[src/rtl/uart_tx_param_if.sv]
// uart_tx_param_if: word-request bundle between the TX FIFO/command logic and
// the UART serialiser.
//
// Handshake: the master raises tx_start for one clk cycle with tx_data stable
// in that cycle. The serialiser accepts the word only when it is idle
// (tx_busy=0 in that cycle, or in the cycle where tx_done=1). A request
// presented while busy is dropped, not queued. tx_busy stays high from the
// accepting edge to the end of the frame. tx_done pulses high for one cycle
// as tx_busy falls.
interface uart_tx_param_if #(
  parameter int DATA_BITS = 8
);
  logic                 tx_start;
  logic [DATA_BITS-1:0] tx_data;
  logic                 tx_busy;
  logic                 tx_done;

  modport master (output tx_start, output tx_data, input tx_busy, input tx_done);
  modport slave  (input tx_start, input tx_data, output tx_busy, output tx_done);
endinterface

[src/rtl/uart_tx_param.sv]
// uart_tx_param: parametrised UART transmitter.
// A frame is a start bit, then DATA_BITS data bits sent LSB first, then an
// optional parity bit, then STOP_BITS stop bits. Each bit lasts OVERSAMPLE
// b_tick pulses.
// Optional feature: define UART_TX_PARITY_EN to compile in the parity state.
// The parity sense comes from PARITY_ODD.
// All outputs are registered. The FSM state is exported on dbg_state_o.
module uart_tx_param #(
  parameter int DATA_BITS  = 8,
  parameter int STOP_BITS  = 1,
  parameter int PARITY_ODD = 0,
  parameter int OVERSAMPLE = 16
) (
  input  logic           clk,
  input  logic           rst,
  input  logic           b_tick,
  uart_tx_param_if.slave tx_if,
  output logic           uart_tx,
  output logic [2:0]     dbg_state_o
);

  localparam int TICK_W = $clog2(OVERSAMPLE);
  localparam int BIT_W  = $clog2(DATA_BITS + 1);

  localparam logic [TICK_W-1:0] TICK_LAST = TICK_W'(OVERSAMPLE - 1);
  localparam logic [BIT_W-1:0]  DATA_LAST = BIT_W'(DATA_BITS - 1);
  localparam logic [BIT_W-1:0]  STOP_LAST = BIT_W'(STOP_BITS - 1);

  typedef enum logic [2:0] {
    S_IDLE   = 3'd0,
    S_START  = 3'd1,
    S_DATA   = 3'd2,
`ifdef UART_TX_PARITY_EN
    S_PARITY = 3'd3,
`endif
    S_STOP   = 3'd4
  } state_t;

  state_t                state_q, state_d;
  logic [TICK_W-1:0]     tick_q, tick_d;
  logic [BIT_W-1:0]      bit_q, bit_d;
  logic [DATA_BITS-1:0]  shift_q, shift_d;
  logic                  line_q, line_d;
  logic                  busy_q, busy_d;
  logic                  done_q, done_d;
`ifdef UART_TX_PARITY_EN
  logic                  parity_q, parity_d;
`endif

  logic bit_end;

  // A bit ends on the tick that completes OVERSAMPLE ticks.
  assign bit_end = b_tick && (tick_q == TICK_LAST);

  // State and datapath registers. Reset forces the line high, even in mid-frame.
  always_ff @(posedge clk) begin
    if (rst) begin
      state_q  <= S_IDLE;
      tick_q   <= '0;
      bit_q    <= '0;
      shift_q  <= '0;
      line_q   <= 1'b1;
      busy_q   <= 1'b0;
      done_q   <= 1'b0;
`ifdef UART_TX_PARITY_EN
      parity_q <= 1'b0;
`endif
    end else begin
      state_q  <= state_d;
      tick_q   <= tick_d;
      bit_q    <= bit_d;
      shift_q  <= shift_d;
      line_q   <= line_d;
      busy_q   <= busy_d;
      done_q   <= done_d;
`ifdef UART_TX_PARITY_EN
      parity_q <= parity_d;
`endif
    end
  end

  // Next-state logic. The line value for each state is computed one edge
  // early, so uart_tx comes straight from a flop.
  always_comb begin
    state_d  = state_q;
    tick_d   = tick_q;
    bit_d    = bit_q;
    shift_d  = shift_q;
    line_d   = line_q;
    busy_d   = busy_q;
    done_d   = 1'b0;
`ifdef UART_TX_PARITY_EN
    parity_d = parity_q;
`endif

    // Ticks are counted only inside a frame. The tick on the accepting edge
    // is not counted, because the counter is cleared there.
    if (state_q != S_IDLE && b_tick) begin
      tick_d = bit_end ? '0 : tick_q + 1'b1;
    end

    case (state_q)
      S_IDLE: begin
        line_d = 1'b1;
        busy_d = 1'b0;
        if (tx_if.tx_start) begin
          shift_d  = tx_if.tx_data;
          tick_d   = '0;
          bit_d    = '0;
          line_d   = 1'b0;
          busy_d   = 1'b1;
          state_d  = S_START;
`ifdef UART_TX_PARITY_EN
          parity_d = (^tx_if.tx_data) ^ (PARITY_ODD != 0);
`endif
        end
      end

      S_START: begin
        if (bit_end) begin
          line_d  = shift_q[0];
          state_d = S_DATA;
        end
      end

      S_DATA: begin
        if (bit_end) begin
          shift_d = shift_q >> 1;
          if (bit_q == DATA_LAST) begin
            bit_d   = '0;
`ifdef UART_TX_PARITY_EN
            line_d  = parity_q;
            state_d = S_PARITY;
`else
            line_d  = 1'b1;
            state_d = S_STOP;
`endif
          end else begin
            bit_d  = bit_q + 1'b1;
            line_d = shift_q[1];
          end
        end
      end

`ifdef UART_TX_PARITY_EN
      S_PARITY: begin
        if (bit_end) begin
          line_d  = 1'b1;
          state_d = S_STOP;
        end
      end
`endif

      S_STOP: begin
        if (bit_end) begin
          if (bit_q == STOP_LAST) begin
            bit_d   = '0;
            line_d  = 1'b1;
            busy_d  = 1'b0;
            done_d  = 1'b1;
            state_d = S_IDLE;
          end else begin
            bit_d = bit_q + 1'b1;
          end
        end
      end

      default: begin
        line_d  = 1'b1;
        busy_d  = 1'b0;
        state_d = S_IDLE;
      end
    endcase
  end

  assign uart_tx       = line_q;
  assign tx_if.tx_busy = busy_q;
  assign tx_if.tx_done = done_q;
  assign dbg_state_o   = state_q;

endmodule

[src/flat_wrapper.sv]
// flat-port wrapper written by rule: the top's interface ports become plain ports
module uart_tx_param_flat 
#(
  parameter int DATA_BITS  = 8,
  parameter int STOP_BITS  = 1,
  parameter int PARITY_ODD = 0,
  parameter int OVERSAMPLE = 16
)
  (clk, rst, b_tick, uart_tx, dbg_state_o, tx_if_tx_start, tx_if_tx_data, tx_if_tx_busy, tx_if_tx_done);
  uart_tx_param_if #(.DATA_BITS(DATA_BITS)) tx_if_i ();
  input  logic clk;
  input  logic rst;
  input  logic b_tick;
  output logic uart_tx;
  output logic [2:0] dbg_state_o;
  input wire logic [$bits(tx_if_i.tx_start)-1:0] tx_if_tx_start;
  input wire logic [$bits(tx_if_i.tx_data)-1:0] tx_if_tx_data;
  output wire logic [$bits(tx_if_i.tx_busy)-1:0] tx_if_tx_busy;
  output wire logic [$bits(tx_if_i.tx_done)-1:0] tx_if_tx_done;
  assign tx_if_i.tx_start = tx_if_tx_start;
  assign tx_if_i.tx_data = tx_if_tx_data;
  assign tx_if_tx_busy = tx_if_i.tx_busy;
  assign tx_if_tx_done = tx_if_i.tx_done;
  uart_tx_param #(.DATA_BITS(DATA_BITS), .STOP_BITS(STOP_BITS), .PARITY_ODD(PARITY_ODD), .OVERSAMPLE(OVERSAMPLE)) u_core (.clk(clk), .rst(rst), .b_tick(b_tick), .tx_if(tx_if_i), .uart_tx(uart_tx), .dbg_state_o(dbg_state_o));
endmodule
[config.mk]
export PLATFORM = sky130hd
export DESIGN_NAME = uart_tx_param_flat
export DESIGN_NICKNAME = d
export VERILOG_FILES = /design/src/rtl/uart_tx_param_if.sv /design/src/rtl/uart_tx_param.sv /design/src/flat_wrapper.sv
export SDC_FILE = /design/constraint.sdc
export NUM_CORES = 1
export LEC_CHECK = 0
export CAP_MARGIN = 20
export CORE_MARGIN = 2
export CORE_UTILIZATION = 46
export CTS_BUF_LIST = sky130_fd_sc_hd__clkbuf_4
export CTS_CLUSTER_SIZE = 10
export DETAILED_ROUTE_END_ITERATION = 16
export PLACE_DENSITY = 0.76
export SETUP_SLACK_MARGIN = 0.3
export SKIP_CTS_REPAIR_TIMING = 1
export SLEW_MARGIN = 25
export SYNTH_ARGS = -nofsm -noshare
export SYNTH_HDL_FRONTEND = slang
export SYNTH_SLANG_ARGS = --single-unit
[constraint.sdc]
create_clock -name clk -period 2.1 [get_ports clk]
set_input_delay 0.21 -clock clk [delete_from_list [all_inputs] [get_ports clk]]
set_output_delay 0.21 -clock clk [all_outputs]
set_load 0.005 [all_outputs]
==> results.cfg <==
[floorplan]
die_x_um = 56.9
design.core.area_um2 = 2710
rows = 19
dieArea_um2 = 3240
initial_utilization_pct = 47.6
dieHeight_um = 56.9
top_level_ports = 18

[cts]
h-tree-depth = 1
cts.sinks = 22
clockRootBuffer = clkbuf_4
path_clk_slew_ps = 140
clock_latency_ps = 310
cts_buffers = 3
cts_tree = built
clk_path_buf_depth = 2

[routing]
drc = 0
wl_per_cell_um = 14.6
via_count = 1206
dr.pass1.iters = 4
drt-initial-drc-count = 30
ant_nets = 0
drt-total-wl_mm = 2.95
viasPerCell = 5.97

[power]
leakage_nw = 0.551
ir_drop_mv = 0.662
p_per_area_nw_per_um2 = 863
finalPower_mw = 1.35

[timing]
finalSetupViolations = 0
max_freq_mhz = 574
hold_slack_ps = 453
slew_headroom_pct = 64.1
skew_ps = 4.73
fin_crit_ps = 1740
final_max_slew_viol_count = 0
finalHoldViolations = 0
finalSetupTns_ps = 0
grt_setup_unrepaired = no
finalCritPeriodShare_pct = 83.0
worst_pin_slew_ps = 536

[synthesis]
yosysTopAreaCellShare_pct = 34.2
syn-num-nets = 166
syn_area_um2 = 1290
postSynthAreaPerCell_um2 = 8.53
synth.distinct_cells = 50
syn_inst = 151
synth_edf_count = 0
async_reset_ff_share_pct = 0
ys_seq_elements = 22
yosys_warnings = 0
synthFlopType = dfxtp_1
ys_seq_area_share_pct = 34.2
synthTopCellsByArea = dfxtp_1 34%, nand2_1 5.5%, a21oi_1 5.0%, a311oi_1 4.8%, buf_6 3.5%
synth_area_leader_cell = dfxtp_1

[cells_and_area]
final_common_cell = dfxtp_1
drive_gt1_share_pct = 17.5
diodes = 0
num-nets-final = 187
final_cell_mix = 20 x dfxtp_1, 19 x nand2_1, 17 x clkdlybuf4s50_1, 13 x a21oi_1, 9 x nor2_1
area_growth_pct = 21.4

[global_route]
gr-total-overflow = 0
grt_pass1_vias = 1147
track_usage_pct = 19.0
grt_pass1_wl_mm = 4.95
grt_max_degree = 18
antenna_found_initial = 0

[critical_path]
reg2reg_setup_slack_ps = 360
crit_type = flop to flop
cp.required_ps = 2320
reg2reg_depth = 5
worstSetupEndpointType = flop
cp-start-kind = flop
crit_fanout = 8
arrival_ps = 1970

[job]
max-cap-violations = 0

[outcome]
status = finished, final reports clean

[placed_design]
hpwl_mm = 2.20
portBuffers = 17
place_congestion = 0.819

[min_path]
holdPathStages = 3
hp-class = primary input to flop
routing by layer:
metal,global-route usage (%),wire length (µm)
met5,0,0
met2,34.3,1570
met4,6.64,22
met3,2.49,73
met1,23.0,1290
sequential cells by signal (all words and copies together) (netlist names):
name and flops:
u_core.bit_q 4, u_core.tick_q 4, u_core.tx_if.tx_busy 1, u_core.tx_if.tx_done 1, u_core.shift_q 8, u_core.dbg_state_o 3, u_core.uart_tx 1
worst paths after layout:
path	from	endpoint
hold / removal	tx_if_tx_data[6]	u_core.shift_q[6]
setup / recovery	u_core.tick_q[0]	u_core.shift_q[4]
hold reg to reg	u_core.tick_q[1]	u_core.tick_q[1]
setup reg to reg	u_core.tick_q[0]	u_core.shift_q[4]
cell type report:
type | instances | area, µm²
fill | 247 | 1150
multi-input combinational | 114 | 777
sequential | 22 | 443
timing repair buffer | 25 | 230
tap | 31 | 38.8
clock inverter | 1 | 30.0
clock buffer | 3 | 22.5
inverter | 6 | 22.5
metrics by stage:
stage | utilization (%) | instances | worst slack (ps) | instance area, µm²
floorplan | - | 151 | 483 | 1290
global placement | 54.8 | 197 | 228 | 1490
detailed placement | 54.8 | 197 | 191 | 1490
CTS | 56.7 | 201 | 257 | 1540
global route | 57.7 | 202 | 302 | 1560
finish | 57.7 | 202 | 358 | 1560
kinds of logic after synthesis:
family / synth area share [%]
adders and majority gates: 2.91
and+or+nand+nor: 24.5
AOI/OAI and AO/OA: 26.8
buffers and inverters: 6.80
xor gates and xnor gates: 2.04
DFF: 34.2
muxes: 2.82
synth_stat cells (2+ instances only):
cell and instances:
dfxtp_1 22, nand2_1 19, a21oi_1 13, nor2_1 9, a311oi_1 7, inv_1 6, nand3_1 5, nor3_1 5
o21ai_0 5, buf_6 4, clkbuf_1 4, a31oi_1 3, ha_1 3, nor2b_1 3, xnor2_1 3, a21oi_2 2
and2_1 2, nand2b_1 2, o211ai_1 2, or4_1 2
critical path: stages (launching register included):
cell and delay [ps]:
dfxtp_1 360, ha_1 240, and4_4 200, mux2_2 330, and2_2 270, a311oi_1 240
report_power, final:
part | switching, mW | total [mW] | internal (mW)
registers | 0.0451 | 0.522 | 0.477
clock network | 0.140 | 0.333 | 0.193
logic | 0.260 | 0.495 | 0.235
total | 0.445 | 1.35 | 0.905
Note: power is estimated with default switching activity, not from simulation.
